$ cat config.mk
export PLATFORM = sky130hd
export DESIGN_NAME = simple_byte
export DESIGN_NICKNAME = d
export VERILOG_FILES = /design/src/rtl/simple_byte.sv
export SDC_FILE = /design/constraint.sdc
export NUM_CORES = 2
export LEC_CHECK = 0
export CAP_MARGIN = 0
export CORE_ASPECT_RATIO = 0.6
export CORE_MARGIN = 2
export CORE_UTILIZATION = 57
export CTS_CLUSTER_DIAMETER = 100
export DETAILED_ROUTE_END_ITERATION = 10
export PLACE_DENSITY = 0.82
export REMOVE_ABC_BUFFERS = 1
export SYNTH_ARGS = -nofsm -noshare
export SYNTH_HDL_FRONTEND = slang
export SYNTH_SLANG_ARGS = --single-unit
$ cat constraint.sdc
create_clock -name clk -period 19.2 [get_ports clk]
set_input_delay 3.84 -clock clk [delete_from_list [all_inputs] [get_ports clk]]
set_output_delay 3.84 -clock clk [all_outputs]
set_load 0.005 [all_outputs]
$ cat src/rtl/simple_byte.sv
// -----------------------------------------------------------------------------
// simple_byte
//   Byte-arithmetic execution unit of the SPU even pipeline. Executes the
//   RR-format byte instructions cntb, avgb, absdb and sumb on 128-bit operands
//   with a fixed three-cycle latency (stages S1 -> S2 -> S3). The S3 registers
//   drive the write-back / forwarding outputs. RAW hazards against the
//   in-flight destinations are flagged for both issue slots.
//
// Ports
//   clk, reset              clock, asynchronous active-high reset
//   op[0:10], format[2:0]   decoded opcode and instruction format (0 = RR)
//   rt_addr[0:6]            destination register
//   ra, rb [0:127]          source operands, byte k = bits 8k..8k+7 (byte 0 MSB)
//   imm[0:17]               immediate, not used by these instructions
//   reg_write               instruction writes the register file
//   branch_taken            squash the instruction presented this cycle
//   r{a,b,c}_{even,odd}_addr[0:7], is_r{a,b,c}_{even,odd}_valid
//                           issue-slot source addresses and source-used flags
//   rt_wb[0:127], rt_addr_wb[6:0], reg_write_wb
//                           S3 result, destination and write enable
//   stall_even_raw, stall_odd_raw
//                           combinational RAW hazard flags per issue slot
// -----------------------------------------------------------------------------
module simple_byte (
  input  logic           clk,
  input  logic           reset,
  input  logic [0:10]    op,
  input  logic [2:0]     format,
  input  logic [0:6]     rt_addr,
  input  logic [0:127]   ra,
  input  logic [0:127]   rb,
  input  logic [0:17]    imm,
  input  logic           reg_write,
  input  logic           branch_taken,
  input  logic [0:7]     ra_even_addr,
  input  logic [0:7]     rb_even_addr,
  input  logic [0:7]     rc_even_addr,
  input  logic [0:7]     ra_odd_addr,
  input  logic [0:7]     rb_odd_addr,
  input  logic [0:7]     rc_odd_addr,
  input  logic           is_ra_even_valid,
  input  logic           is_rb_even_valid,
  input  logic           is_rc_even_valid,
  input  logic           is_ra_odd_valid,
  input  logic           is_rb_odd_valid,
  input  logic           is_rc_odd_valid,
  output logic [0:127]   rt_wb,
  output logic [6:0]     rt_addr_wb,
  output logic           reg_write_wb,
  output logic           stall_even_raw,
  output logic           stall_odd_raw
);

  localparam logic [0:10] OP_CNTB  = 11'b01010110100;
  localparam logic [0:10] OP_AVGB  = 11'b00011010011;
  localparam logic [0:10] OP_ABSDB = 11'b00001010011;
  localparam logic [0:10] OP_SUMB  = 11'b01001010011;
  localparam logic [2:0]  FMT_RR   = 3'd0;

  // ---------------------------------------------------------------------------
  // Byte helpers
  // ---------------------------------------------------------------------------
  function automatic logic [7:0] popcount8(input logic [7:0] b);
    logic [7:0] cnt;
    cnt = 8'd0;
    for (int i = 0; i < 8; i++) begin
      cnt = cnt + {7'd0, b[i]};
    end
    return cnt;
  endfunction

  // Rounding average, carried in 9 bits so 0xFF + 0xFF + 1 cannot wrap.
  function automatic logic [7:0] avg8(input logic [7:0] a, input logic [7:0] b);
    logic [8:0] s;
    s = {1'b0, a} + {1'b0, b} + 9'd1;
    return s[8:1];
  endfunction

  function automatic logic [7:0] absd8(input logic [7:0] a, input logic [7:0] b);
    logic [7:0] d;
    if (b >= a) begin
      d = b - a;
    end else begin
      d = a - b;
    end
    return d;
  endfunction

  function automatic logic [15:0] sum4(input logic [31:0] w);
    return {8'd0, w[31:24]} + {8'd0, w[23:16]} + {8'd0, w[15:8]} + {8'd0, w[7:0]};
  endfunction

  // One source operand against one in-flight destination; bit 7 of the
  // source address is compared against a forced 0, so addresses >= 128
  // never match.
  function automatic logic src_hit(input logic       used,
                                   input logic [7:0] src,
                                   input logic       wr,
                                   input logic [6:0] dst);
    return used & wr & (src == {1'b0, dst});
  endfunction

  // ---------------------------------------------------------------------------
  // Stage registers
  // ---------------------------------------------------------------------------
  logic [0:127] s1_data_r, s2_data_r;
  logic [6:0]   s1_addr_r, s2_addr_r;
  logic         s1_wr_r,   s2_wr_r;

  logic         op_known_s;
  logic         live_s;
  logic [0:127] result_s;
  logic [0:127] s1_data_s;
  logic [6:0]   s1_addr_s;

  // Opcode decode: flags whether op is one of the four byte instructions.
  always_comb begin
    op_known_s = 1'b0;
    case (op)
      OP_CNTB:  op_known_s = 1'b1;
      OP_AVGB:  op_known_s = 1'b1;
      OP_ABSDB: op_known_s = 1'b1;
      OP_SUMB:  op_known_s = 1'b1;
      default:  op_known_s = 1'b0;
    endcase
  end

  // Liveness of the instruction presented this cycle.
  always_comb begin
    live_s = 1'b0;
    if (reg_write && (format == FMT_RR) && op_known_s && !branch_taken) begin
      live_s = 1'b1;
    end else begin
      live_s = 1'b0;
    end
  end

  // Byte-lane datapath: the full result is formed before the S1 register.
  always_comb begin
    result_s = 128'd0;
    case (op)
      OP_CNTB: begin
        for (int k = 0; k < 16; k++) begin
          result_s[8*k +: 8] = popcount8(ra[8*k +: 8]);
        end
      end
      OP_AVGB: begin
        for (int k = 0; k < 16; k++) begin
          result_s[8*k +: 8] = avg8(ra[8*k +: 8], rb[8*k +: 8]);
        end
      end
      OP_ABSDB: begin
        for (int k = 0; k < 16; k++) begin
          result_s[8*k +: 8] = absd8(ra[8*k +: 8], rb[8*k +: 8]);
        end
      end
      OP_SUMB: begin
        // Even halfword of each word takes the rb sum, odd halfword the ra sum.
        for (int w = 0; w < 4; w++) begin
          result_s[32*w +: 16]      = sum4(rb[32*w +: 32]);
          result_s[32*w + 16 +: 16] = sum4(ra[32*w +: 32]);
        end
      end
      default: result_s = 128'd0;
    endcase
  end

  // Bubbles enter the pipe fully zeroed, not just with the write bit cleared.
  always_comb begin
    s1_data_s = 128'd0;
    s1_addr_s = 7'd0;
    if (live_s) begin
      s1_data_s = result_s;
      s1_addr_s = rt_addr;
    end else begin
      s1_data_s = 128'd0;
      s1_addr_s = 7'd0;
    end
  end

  // S1 -> S2 -> S3 pipeline; S3 is the externally visible write-back stage.
  always_ff @(posedge clk or posedge reset) begin
    if (reset) begin
      s1_data_r    <= 128'd0;
      s1_addr_r    <= 7'd0;
      s1_wr_r      <= 1'b0;
      s2_data_r    <= 128'd0;
      s2_addr_r    <= 7'd0;
      s2_wr_r      <= 1'b0;
      rt_wb        <= 128'd0;
      rt_addr_wb   <= 7'd0;
      reg_write_wb <= 1'b0;
    end else begin
      s1_data_r    <= s1_data_s;
      s1_addr_r    <= s1_addr_s;
      s1_wr_r      <= live_s;
      s2_data_r    <= s1_data_r;
      s2_addr_r    <= s1_addr_r;
      s2_wr_r      <= s1_wr_r;
      rt_wb        <= s2_data_r;
      rt_addr_wb   <= s2_addr_r;
      reg_write_wb <= s2_wr_r;
    end
  end

  // ---------------------------------------------------------------------------
  // RAW hazard detection against S1, S2 and S3 (current input excluded)
  // ---------------------------------------------------------------------------
  logic even_hit_s;
  logic odd_hit_s;

  // Even-slot sources against every in-flight destination.
  always_comb begin
    even_hit_s = 1'b0;
    even_hit_s = src_hit(is_ra_even_valid, ra_even_addr, s1_wr_r, s1_addr_r)
               | src_hit(is_ra_even_valid, ra_even_addr, s2_wr_r, s2_addr_r)
               | src_hit(is_ra_even_valid, ra_even_addr, reg_write_wb, rt_addr_wb)
               | src_hit(is_rb_even_valid, rb_even_addr, s1_wr_r, s1_addr_r)
               | src_hit(is_rb_even_valid, rb_even_addr, s2_wr_r, s2_addr_r)
               | src_hit(is_rb_even_valid, rb_even_addr, reg_write_wb, rt_addr_wb)
               | src_hit(is_rc_even_valid, rc_even_addr, s1_wr_r, s1_addr_r)
               | src_hit(is_rc_even_valid, rc_even_addr, s2_wr_r, s2_addr_r)
               | src_hit(is_rc_even_valid, rc_even_addr, reg_write_wb, rt_addr_wb);
  end

  // Odd-slot sources against every in-flight destination.
  always_comb begin
    odd_hit_s = 1'b0;
    odd_hit_s = src_hit(is_ra_odd_valid, ra_odd_addr, s1_wr_r, s1_addr_r)
              | src_hit(is_ra_odd_valid, ra_odd_addr, s2_wr_r, s2_addr_r)
              | src_hit(is_ra_odd_valid, ra_odd_addr, reg_write_wb, rt_addr_wb)
              | src_hit(is_rb_odd_valid, rb_odd_addr, s1_wr_r, s1_addr_r)
              | src_hit(is_rb_odd_valid, rb_odd_addr, s2_wr_r, s2_addr_r)
              | src_hit(is_rb_odd_valid, rb_odd_addr, reg_write_wb, rt_addr_wb)
              | src_hit(is_rc_odd_valid, rc_odd_addr, s1_wr_r, s1_addr_r)
              | src_hit(is_rc_odd_valid, rc_odd_addr, s2_wr_r, s2_addr_r)
              | src_hit(is_rc_odd_valid, rc_odd_addr, reg_write_wb, rt_addr_wb);
  end

  // Stall flags are forced low while reset is held.
  always_comb begin
    stall_even_raw = 1'b0;
    stall_odd_raw  = 1'b0;
    if (reset) begin
      stall_even_raw = 1'b0;
      stall_odd_raw  = 1'b0;
    end else begin
      stall_even_raw = even_hit_s;
      stall_odd_raw  = odd_hit_s;
    end
  end

endmodule

; ---- Word level (Yosys, flattened, before mapping)
; Cells that the tools add are included.
[op_classes]
shift = 0
n_reduce_logical = 6
eq_ne = 22
div = 0
n_lt_le_gt_ge = 16
mux = 23
n_mul = 0
addsub = 200
bitwise = 52
[op_table]
columns = operator, count
row1 = $pmux 128 s4, 1
row2 = $sub 8x8->8, 32
row3 = $add 8x8->9, 24
row4 = $add 9x1->9 const B, 16
row5 = $eq 8x7->1, 18
row6 = $add 7x1->8, 16
row7 = $ge 8x8->1, 16
row8 = $mux 128, 1
row9 = $mux 8, 16
row10 = $add 6x1->7, 16
row11 = $add 5x1->6, 16
row12 = $add 10x8->11, 8
row13 = $add 4x1->5, 16
row14 = $add 9x8->10, 8
row15 = $add 3x1->4, 16
row16 = $add 2x1->3, 16
row17 = $and 1x1->1, 36
row18 = $add 1x1->2, 16
row19 = $eq 11x10->1 const B, 2
row20 = $or 1x1->1, 16
row21 = $eq 11x7->1 const B, 1
row22 = $eq 11x8->1 const B, 1
row23 = $mux 7, 1
row24 = $mux 1, 4
row25 = other kinds (4), 6
[totals]
in_bits = 353
n_memories = 0
mem_bits_rw = 0
rom_bits = 0
reg_bits = 408
latch_bits = 0

; ---- Logic depth before layout (Yosys ltp)
[depth]
ltp_word = 11
ltp_mapped = 15
ltp_nobuf = 15

; ---- Worst setup path after synthesis
; OpenSTA, ideal clock, no wires.
[synth_timing]
kind = in2out
start = input reset
end = output stall_even_raw
arrival_ps = 13079
t_required_ps = 15360
setup_slack_ps = 2281
n_path_buf = 0
path_stages = 2
cell_sequence = inv_1 > o31a_1
[synth_via]
elab_chain_cells = 1
[synth_rtl]
columns = element, line
row1 = from (decl), 26  ; input logic reset,
row2 = $mux 1, 244  ; if (reset) begin
row3 = to (decl), 50  ; output logic stall_even_raw,
; No other way between the ends.

; ---- Final worst setup path
[layout_timing]
start = input ra_odd_addr[7] (netlist bit)
end = output stall_odd_raw
[layout_via]
elab_chain_cells = 11
word_cells_on_any_way = 15
[layout_rtl]
columns = element, line
row1 = from (decl), 38  ; input logic [0:7] ra_odd_addr,
row2 = $eq 8x7->1, 100  ; return used & wr & (src == {1'b0, dst});
row3 = $and 1x1->1, 100
row4 = $or 1x1->1, 230  ; | src_hit(is_ra_odd_valid, ra_odd_addr, s2_wr_r, s2_addr_r)
row5 = $or 1x1->1 *, 231  ; | src_hit(is_ra_odd_valid, ra_odd_addr, reg_write_wb, rt_addr_wb)
row6 = $or 1x1->1 *, 232  ; | src_hit(is_rb_odd_valid, rb_odd_addr, s1_wr_r, s1_addr_r)
row7 = $or 1x1->1 *, 233  ; | src_hit(is_rb_odd_valid, rb_odd_addr, s2_wr_r, s2_addr_r)
row8 = $or 1x1->1 *, 234  ; | src_hit(is_rb_odd_valid, rb_odd_addr, reg_write_wb, rt_addr_wb)
row9 = $or 1x1->1 *, 235  ; | src_hit(is_rc_odd_valid, rc_odd_addr, s1_wr_r, s1_addr_r)
row10 = $or 1x1->1 *, 236  ; | src_hit(is_rc_odd_valid, rc_odd_addr, s2_wr_r, s2_addr_r)
row11 = $or 1x1->1 *, 237  ; | src_hit(is_rc_odd_valid, rc_odd_addr, reg_write_wb, rt_addr_wb);
row12 = $mux 1 *, 244
row13 = to (decl), 51  ; output logic stall_odd_raw
; Every way passes the cells marked *; elsewhere a longest branch is shown, timed or not.

==> Flow_metrics.wiki <==
{| class="wikitable"
! Metric !! Value
|-
| Status || complete, no violations
|-
| Reported leakage power || 0.0214 µW
|-
| Critical path cell sequence || clkdlybuf4s50_1 > xor2_1 > nor4_1 > a41oi_1 > o21ai_0 > a31oi_1 > a31oi_1 > clkdlybuf4s50_1
|-
| Most numerous cell in the Yosys netlist || sky130_fd_sc_hd__inv_1
|-
| Vias post-DR || 29,400
|-
| Fmax || 101 MHz
|-
| Placed cell count || 4,920
|-
| Most used flip-flop cell after synthesis || sky130_fd_sc_hd__dfrtp_1
|-
| Number of cells upsized or downsized after cts || 0
|-
| Fraction of registers with async set or reset after synthesis || 1.00
|-
| Hold crit path type || reg2reg
|-
| CP Buf/Inv Count || 2
|-
| Nature of the critical path endpoint || primary output
|-
| Insertion delay to the later sink of the worst-skew pair || 0.61 ns
|-
| Final-report setup violation count || 0
|-
| Post-detailed-route via-to-cell ratio || 5.89
|-
| Wire length of the first global-routing pass || 176,000 µm
|-
| Count of flip-flops with a built-in enable after synthesis || 0
|-
| Share of Yosys cell area claimed by the top area cell type || 0.279
|-
| Input/output buffers || 472
|-
| Max Slew Vio Count || 0
|-
| Layout-stage area growth over the synthesis result || 18.6%
|-
| Top area cells in the synthesized netlist || sky130_fd_sc_hd__dfrtp_1, sky130_fd_sc_hd__ha_1, sky130_fd_sc_hd__fa_1
|-
| Cell depth of the worst setup path || 8
|-
| Routability congestion estimate from global placement || 1.06
|-
| Distinct cell type count of the synthesized netlist || 81
|-
| Largest net degree at the start of global routing || 84
|-
| CTS buffer count || 42
|-
| WP data arrival || 6.02 ns
|-
| Number of post-CTS setup repair buffers || 0
|-
| H-tree Lvls || 2
|-
| IO Pins || 491
|-
| Non-filler instance count after layout || 5,000
|-
| Max-Cap Viols || 0
|-
| Clk_skew || 0.0182 ns
|-
| Critical-path top delay cell || sky130_fd_sc_hd__clkdlybuf4s50_1
|-
| Die area || 66,300 µm²
|-
| Hold buffer count at CTS || 0
|-
| CP peak stage delay || 0.52 ns
|-
| Slew HR || 0.234
|-
| GRT Util Overall || 0.352
|-
| Core Rows || 71
|-
| Fraction of final layout cells sized beyond drive strength 1 || 0.0424
|-
| Min Tclk post-route || 9.86 ns
|-
| Via count of the first global-routing pass || 28,800
|-
| Largest fanout on the critical path || 3
|-
| Synth Cell Area || 36,600 µm²
|-
| Placed instance area || 42,000 µm²
|-
| Die height || 200 µm
|-
| Die X || 331 µm
|-
| Period utilization || 0.513
|-
| Worst voltage drop across the vdd grid || 0.0000621 V
|-
| Fraction of power spent switching nets || 0.360
|-
| PwrDens || 66.0 nW/µm²
|-
| Power Internal || 1840 µW
|-
| Clock power share || 0.294
|-
| Synthesis-stage register bit count || 408
|-
| Mean cell area of the mapped netlist || 9.85 µm²
|-
| CTS tree || done
|-
| Remaining global-route overflow || 0
|-
| Synthesized netlist cell count || 3,718
|-
| Slew @ Worst Pin || 1.15 ns
|-
| Commonest cells in the netlist || sky130_fd_sc_hd__inv_1, sky130_fd_sc_hd__ha_1, sky130_fd_sc_hd__dfrtp_1, sky130_fd_sc_hd__xnor2_1, sky130_fd_sc_hd__fa_1
|-
| Maximum number of buffers from clock root to sink || 3
|-
| Layout Nets || 5,206
|-
| Combinational power share || 0.406
|-
| Setup repair after global routing missed its margin || no
|-
| Number of cell instances on the worst register-to-register path || 0
|-
| Number of cells on the worst hold path || 0
|-
| CP delay by family, top || buffers and inverters
|-
| Syn. warnings || 0
|-
| HPWL Detailed || 93,600 µm
|-
| Layout Cell Area excl Fill || 43,400 µm²
|-
| Wire length reported by the detailed router || 118,000 µm
|-
| Detailed-router iteration count before antenna repair || 6
|-
| Antenna violations before repair || 12
|-
| WL per Instance || 23.6 µm
|-
| Initial Util || 0.580
|-
| Clk pin slew, worst setup/hold paths || 0.06 ns
|-
| Net load switching power || 1030 µW
|-
| Setup Total Neg Slack || 0 ns
|-
| Clock root buffer || sky130_fd_sc_hd__clkbuf_16
|-
| Sequential share of the synthesized area || 0.279
|-
| Floorplan Core Area || 63,100 µm²
|-
| Worst Path Required || 15.36 ns
|-
| Cell type with the highest aggregate area in the netlist || sky130_fd_sc_hd__dfrtp_1
|-
| DR DRC count || 0
|-
| Critical path launch point type || primary input
|-
| Sequential Power Share || 0.300
|-
| Clock net sink count || 408
|-
| Number of nets with antenna violations after detailed routing || 0
|-
| Critical path start-end classification || in2out
|-
| Hold Vio Cnt, Final || 0
|-
| Iter 0 DRT Violations || 3,212
|}
-- layer usage --
| metal | global-route usage | up-vias | wire length [µm] |
|---|---|---|---|
| li1 | - | 13200 | - |
| met1 | 0.545 | 14400 | 52700 |
| met2 | 0.485 | 1614 | 47700 |
| met3 | 0.0984 | 185 | 14900 |
| met4 | 0.0777 | 2 | 2570 |
| met5 | 0 | - | 14 |
-- cell type report --
cell class / count / area, µm²
tap: 839 / 1050
timing repair buffer: 493 / 4880
clock inverter: 19 / 210
inverter: 627 / 2360
sequential: 408 / 10200
fill: 4832 / 19600
multi-input combinational: 2553 / 23500
antenna: 9 / 22.5
clock buffer: 52 / 1170
-- cell usage in the layout, fill, tap and decap left out, drive strengths merged, types with 13 or more instances in the layout --
cell type / netlist / routed
a21oi: 233 / 233
mux2: 48 / 48
nand3: 27 / 27
o221ai: 21 / 21
nor4: 19 / 19
ha: 488 / 488
and2: 18 / 18
clkdlybuf4s50: 0 / 472
a21o: 101 / 101
o21bai: 90 / 90
a22oi: 20 / 20
a31oi: 27 / 27
xor2: 94 / 94
nand2: 97 / 97
mux2i: 55 / 55
nand2b: 15 / 15
xnor2: 265 / 265
o22ai: 79 / 79
a221o: 13 / 13
o211ai: 14 / 14
o21a: 23 / 23
fa: 240 / 240
nand4: 20 / 20
nor2: 178 / 178
o21ai: 102 / 102
nor2b: 28 / 28
dfrtp: 408 / 408
inv: 627 / 633
clkbuf: 100 / 52
nor3: 26 / 26
a221oi: 34 / 34
buf: 30 / 21
-- flip-flops by register name, indices dropped and copies added, names as in the netlist --
signal,flops
reg_write_wb,1
rt_addr_wb,7
rt_wb,128
s1_addr_r,7
s1_data_r,128
s1_wr_r,1
s2_addr_r,7
s2_data_r,128
s2_wr_r,1
-- kinds of logic after synthesis --
logic type                 after synthesis  synth area share
DFF                                    408             0.279
muxes                                  103            0.0298
adders and majority gates              728             0.298
buffers and inverters                  757            0.0797
xor gates and xnor gates               359            0.0859
and+or+nand+nor                        484            0.0649
AOI/OAI and AO/OA                      879             0.163
-- through the flow --
step	power (µW)	setup WS, ns	util	hold WS (ns)
floorplan	1660	2.28	-	0.331
global placement	1970	9.33	0.666	0.331
detailed placement	1990	9.36	0.666	0.335
CTS	2860	9.35	0.688	0.339
global route	3040	9.19	0.689	0.348
finish	2870	9.34	0.689	0.340
-- power by group through the flow --
stage	logic, µW	clock network [µW]	registers [µW]
floorplan	780	0	876
global placement	1090	0	876
detailed placement	1120	0	876
CTS	1130	862	860
global route	1280	896	859
finish	1160	843	860
-- path summary, 6_finish.rpt --
path	slack, ns	end	startpoint
max	9.34	stall_odd_raw	ra_odd_addr[7]
min	0.34	s2_data_r[123]	s1_data_r[123]
max reg2reg	18.36	s2_addr_r[2]	s1_addr_r[2]
min reg2reg	0.34	s2_data_r[123]	s1_data_r[123]
max in group asynchronous	13.29	rt_wb[98]	reset
min in group asynchronous	3.75	rt_wb[44]	reset
No activity file was read; power rests on OpenSTA's default activity.
